## src/rtl/cpu_pkg.sv

```systemverilog
// rtl/cpu_pkg.sv - shared state and direction definitions for the rotate sequencer
package cpu_pkg;

  typedef enum logic [1:0] {
    IDLE  = 2'd0,
    SHIFT = 2'd1,
    PASS  = 2'd2,
    DONE  = 2'd3
  } state_t;

  localparam logic DIR_LEFT  = 1'b0;
  localparam logic DIR_RIGHT = 1'b1;

endpackage

```

## src/rtl/shift_sequencer.sv

```systemverilog
// rtl/shift_sequencer.sv - multi-step rotate controller driving the RS shifter one bit per cycle
module shift_sequencer
  import cpu_pkg::*;
#(
  parameter int WIDTH = 8,
  parameter int CNT_W = 3
) (
  input  logic             clk,
  input  logic             rst,
  input  logic             start,
  input  logic             dir,
  input  logic [CNT_W-1:0] count,
  input  logic [WIDTH-1:0] din,
  output logic [WIDTH-1:0] sh_a,
  output logic             sh_fbus,
  output logic             sh_flbus,
  output logic             sh_frbus,
  input  logic [WIDTH-1:0] sh_w,
  input  logic             sh_cf,
  output logic [WIDTH-1:0] dout,
  output logic             cf_out,
  output logic             busy,
  output logic             done
);

  state_t           state;
  state_t           state_nx;
  logic [WIDTH-1:0] opnd;
  logic [CNT_W-1:0] cnt;
  logic             dir_r;
  logic             last_step;

  assign last_step = (cnt == CNT_W'(1));

  // The result registers load on the same edge that enters DONE, so dout is valid with done.
  always_ff @(posedge clk) begin
    if (rst) begin
      state  <= IDLE;
      opnd   <= '0;
      cnt    <= '0;
      dir_r  <= DIR_LEFT;
      dout   <= '0;
      cf_out <= 1'b0;
    end else begin
      state <= state_nx;
      case (state)
        IDLE: begin
          if (start) begin
            opnd  <= din;
            cnt   <= count;
            dir_r <= dir;
          end
        end
        SHIFT: begin
          opnd <= sh_w;
          cnt  <= cnt - CNT_W'(1);
          if (last_step) begin
            dout   <= sh_w;
            cf_out <= sh_cf;
          end
        end
        PASS: begin
          opnd   <= sh_w;
          dout   <= sh_w;
          cf_out <= sh_cf;
        end
        default: ;
      endcase
    end
  end

  // Controls depend only on registered state, so they stay glitch-free and one-hot.
  always_comb begin
    state_nx = state;
    sh_fbus  = 1'b0;
    sh_flbus = 1'b0;
    sh_frbus = 1'b0;
    done     = 1'b0;
    busy     = (state != IDLE);
    case (state)
      IDLE: begin
        if (start) state_nx = (count != '0) ? SHIFT : PASS;
      end
      SHIFT: begin
        sh_flbus = (dir_r == DIR_LEFT);
        sh_frbus = (dir_r == DIR_RIGHT);
        if (last_step) state_nx = DONE;
      end
      PASS: begin
        sh_fbus  = 1'b1;
        state_nx = DONE;
      end
      DONE: begin
        done     = 1'b1;
        state_nx = IDLE;
      end
      default: state_nx = IDLE;
    endcase
  end

  assign sh_a = opnd;

endmodule

```

## config.mk

```make
export PLATFORM = sky130hd
export DESIGN_NAME = shift_sequencer
export DESIGN_NICKNAME = d
export VERILOG_FILES = /design/src/rtl/cpu_pkg.sv /design/src/rtl/shift_sequencer.sv
export SDC_FILE = /design/constraint.sdc
export NUM_CORES = 1
export LEC_CHECK = 0
export ABC_AREA = 1
export CORE_MARGIN = 1.5
export CORE_UTILIZATION = 29
export CTS_CLUSTER_DIAMETER = 120
export DETAILED_ROUTE_END_ITERATION = 8
export HOLD_SLACK_MARGIN = 0.12
export SYNTH_ARGS = -nofsm -noshare
export SYNTH_HDL_FRONTEND = slang
export SYNTH_SLANG_ARGS = --single-unit
```

## constraint.sdc

```tcl
create_clock -name clk -period 3 [get_ports clk]
set_clock_uncertainty 0.2 [all_clocks]
set_input_delay 0.6 -clock clk [delete_from_list [all_inputs] [get_ports clk]]
set_output_delay 0.6 -clock clk [all_outputs]
set_load 0.01 [all_outputs]
```

# ---- Word-level counts from Yosys, hierarchy flattened
# Cells that the tools add are included.
dict set report totals {
  regBits 23
  in_bits 24
  out_inout_bits 22
}
dict set report classes {
  n_bitwise 1
  muxes 16
  n_eq_ne 6
  add_sub_neg 1
  n_reduce_logical 12
}
# cell count
set op_table {}
lappend op_table {{$pmux 8 s2} 2}
lappend op_table {{$mux 8} 2}
lappend op_table {{$reduce_and 2->1} 5}
lappend op_table {{$pmux 2 s4} 1}
lappend op_table {{$reduce_bool 2->1} 4}
lappend op_table {{$mux 2} 3}
lappend op_table {{$pmux 3 s2} 1}
lappend op_table {{$mux 1} 5}
lappend op_table {{$eq 2x2->1 const B} 2}
lappend op_table {{$ne 2x2->1 const B} 2}
lappend op_table {{$eq 3x1->1 const B} 1}
lappend op_table {{$mux 3} 1}
lappend op_table {{$reduce_bool 3->1} 1}
lappend op_table {{$sub 3x1->3 const B} 1}
lappend op_table {{$eq 2x1->1 const B} 1}
lappend op_table {{$logic_not 2->1} 1}
lappend op_table {{$pmux 1 s2} 1}
lappend op_table {{$reduce_or 2->1} 1}
lappend op_table {{$not 1->1} 1}

# ---- Logic depth before layout (Yosys ltp)
dict set report depth {
  ltp_word 4
  ltp_mapped 8
  ltp_nobuf 8
}

# ---- Least setup slack after synthesis
# Ideal clock, no wire load.
dict set report synth_timing {
  kind {reg-to-output}
  startpoint {register state[1]}
  endpoint {output sh_frbus}
  slack_ns 1.401
  t_required_ns 2.200
  arrival_time_ns 0.799
  stages_incl_launch_ff 5
  cell_sequence {dfxtp_1 inv_1 ha_1 nand2_1 inv_1}
}
dict set report synth_via {
  elab_chain_cells 2
}
# element line
set synth_lines {}
lappend synth_lines {{start, declared} shift_sequencer.sv:26} ;# state_t state;
lappend synth_lines {{start signal, assigned} shift_sequencer.sv:45} ;# state <= state_nx;
lappend synth_lines {{$eq 2x1->1} shift_sequencer.sv:80} ;# case (state)
lappend synth_lines {{$mux 1} shift_sequencer.sv:80}
lappend synth_lines {{end, declared} shift_sequencer.sv:17} ;# output logic sh_frbus,
# No other way between the ends.

# ---- Final worst setup path
dict set report layout_timing {
  startpoint {register state[0]}
  endpoint {output busy}
}
dict set report layout_via {
  elab_chain_cells 1
}
# element line
set layout_lines {}
lappend layout_lines {{$reduce_bool 2->1} shift_sequencer.sv:79} ;# busy = (state != IDLE);
lappend layout_lines {{end, declared} shift_sequencer.sv:22} ;# output logic busy,
# No other way between the ends.

==> impl_metrics.tcl <==
set metrics [dict create \
    vias 1136 \
    whs_ps 268 \
    dr.pass1.iters 5 \
    die_x_um 66.1 \
    drt-total-wl_um 2810 \
    root_buffer "clkbuf_8" \
    grt_max_degree 20 \
    final_cell_mix "45 x clkdlybuf4s50_1, 40 x nor2_1, 32 x nand2_1, 26 x o21ai_0, 23 x dfxtp_1" \
    cts_tree "yes" \
    pwr-share-seq 0.295 \
    p_sw_frac 0.433 \
    final_hold_viol_count 0 \
    wl_met3_um 227 \
    ios 46 \
    clk_latency_ps 260 \
    grt_pass1_vias 1142 \
    place_ws_ps 844 \
    rsz0062_at_grt "false" \
    tns_ps 0 \
    peakVddDrop_uv 506 \
    io_buffers 45 \
    core_area_um2 3740 \
    place_congestion 0.733 \
    n_antenna_cell 0 \
    layoutNonFillerInstCount 263 \
    cts_num_sinks 23 \
    ctsHtreeMaxLevel 1 \
    synth-seq-cells 23 \
    synthToLayoutAreaGrowth_pct 46.2 \
    avgSynthCellArea_um2 6.83 \
    final_core_util 0.451 \
    ctsResizeCount 0 \
    drt_iter0_drc 50 \
    crit_fanout 5 \
    final_common_cell "clkdlybuf4s50_1" \
    cts_inserted_buffers 3 \
    holdBufCountCts 0 \
    final_layout_size_suffix_gt1_frac 0.0605 \
    status "completed" \
    worstMarginPinSlew_ps 465 \
    die_area_um2 4370 \
    final_area_um2 1690 \
    fmax_mhz 408 \
    startpoint_type "register" \
    layout_min_cycle_time_ps 2450 \
    post_cts_buffers 0 \
    p_clk_frac 0.112 \
    p_total_mw 1.73 \
    min_period_over_period 0.817 \
    grt.overflow.total 0 \
    fin_ws_ps 550 \
    synth_nets 200 \
    cts.clk_slew.worst_paths_ps 80 \
    die_y_um 66.1 \
    combPwrFrac 0.593 \
    path_class "reg -> out" \
    place_inst 259 \
    cp.arrival_ps 1650 \
    crit_path_end_kind "primary output" \
    synthCells 169 \
    ys_seq_area_frac 0.399 \
    final-setup-viol-count 0 \
    drtAntennaViolNets 0 \
    wl_met2_um 1300 \
    rows 22 \
    internal_power_mw 0.980 \
    maxCapViolations 0 \
    finalNetCount 247 \
    crit_required_ps 2200 \
    maxSlewHeadroom 0.690 \
    antenna_found_initial 0 \
    via_per_inst 4.32 \
    post_drt_wl_per_cell_um 10.7 \
    netlist_area_um2 1150 \
    hold_class "reg -> reg" \
    remaining_drc_errors 0 \
    synth.distinct_cells 16 \
    initial_core_util 0.308 \
    p_leak_nw 0.766 \
    grt_pass1_wl_um 4860 \
    clockBufferDepth 2 \
    p_per_area_nw_per_um2 1020 \
    grt_usage 0.144 \
    final_max_slew_viol_count 0 \
    wl_met1_um 1270 \
    switchingPower_mw 0.747 \
    ys_warn_count 0 \
    hpwl_um 2120 \
    topRoutingLayerUsed "met4" \
    place_area_um2 1640 \
]
==> cell usage after synthesis (all sizes together) <==
cell type	n	area, um2
ha	7	87.6
nand2	36	155
o21ai	28	140
nor2	40	150
dfxtp	23	460
a21oi	5	25.0
inv	23	91.3
buf	3	23.8
nand3	4	20.0
==> metal layers <==
metal,track usage,vias up
li1,-,617
met1,0.174,479
met2,0.245,38
met3,0.0562,2
met4,0.0230,0
met5,0,-
==> flip-flops by register name (all words and copies together), names as in the netlist <==
register  flops
dout          8
sh_a          8
cnt           3
state         2
cf_out        1
dir_r         1
==> power by group through the flow <==
stage	clock network (mW)	registers [mW]	logic, mW
final	0.193	0.510	1.02
after global routing	0.219	0.528	1.17
after CTS	0.202	0.511	1.04
after detailed placement	0	0.515	1.04
after global placement	0	0.515	1.04
after floorplan	0	0.549	0.638
==> final cells by class <==
cell class | count | area [um2]
inverters | 23 | 91.3
clock buffers | 3 | 41.3
fillers | 406 | 2060
repair buffers | 45 | 450
clock inverters | 1 | 5.00
flip-flops and latches | 23 | 460
multi-input cells | 120 | 578
well taps | 48 | 60.1
==> worst max-delay path, stage by stage (launching register included) <==
cell and delay [ps]:
dfxtp_1 410, inv_1 90, ha_1 250, inv_2 100, clkdlybuf4s50_1 530
==> path summary, 6_finish.rpt <==
check	start	endpoint	slack (ps)	depth (start not counted)
min reg2reg	cnt[2]$_SDFFE_PP0P_	cnt[2]$_SDFFE_PP0P_	270	2
max reg2reg	state[0]$_SDFFE_PP0P_	sh_a[5]$_SDFFE_PP0P_	1020	7
min	cnt[2]$_SDFFE_PP0P_	cnt[2]$_SDFFE_PP0P_	270	2
max	state[0]$_SDFFE_PP0P_	busy	550	4
==> logic make-up (layout without fill, tap and decap cells) <==
logic type / after synthesis / count (layout) / share of synthesized area
and+or+nand+nor: 80 / 80 / 0.282
AOI/OAI and AO/OA: 33 / 33 / 0.143
buffers and inverters: 26 / 72 / 0.0998
DFF: 23 / 23 / 0.399
adders and majority gates: 7 / 7 / 0.0759
Note: power is estimated with default switching activity, not from simulation.
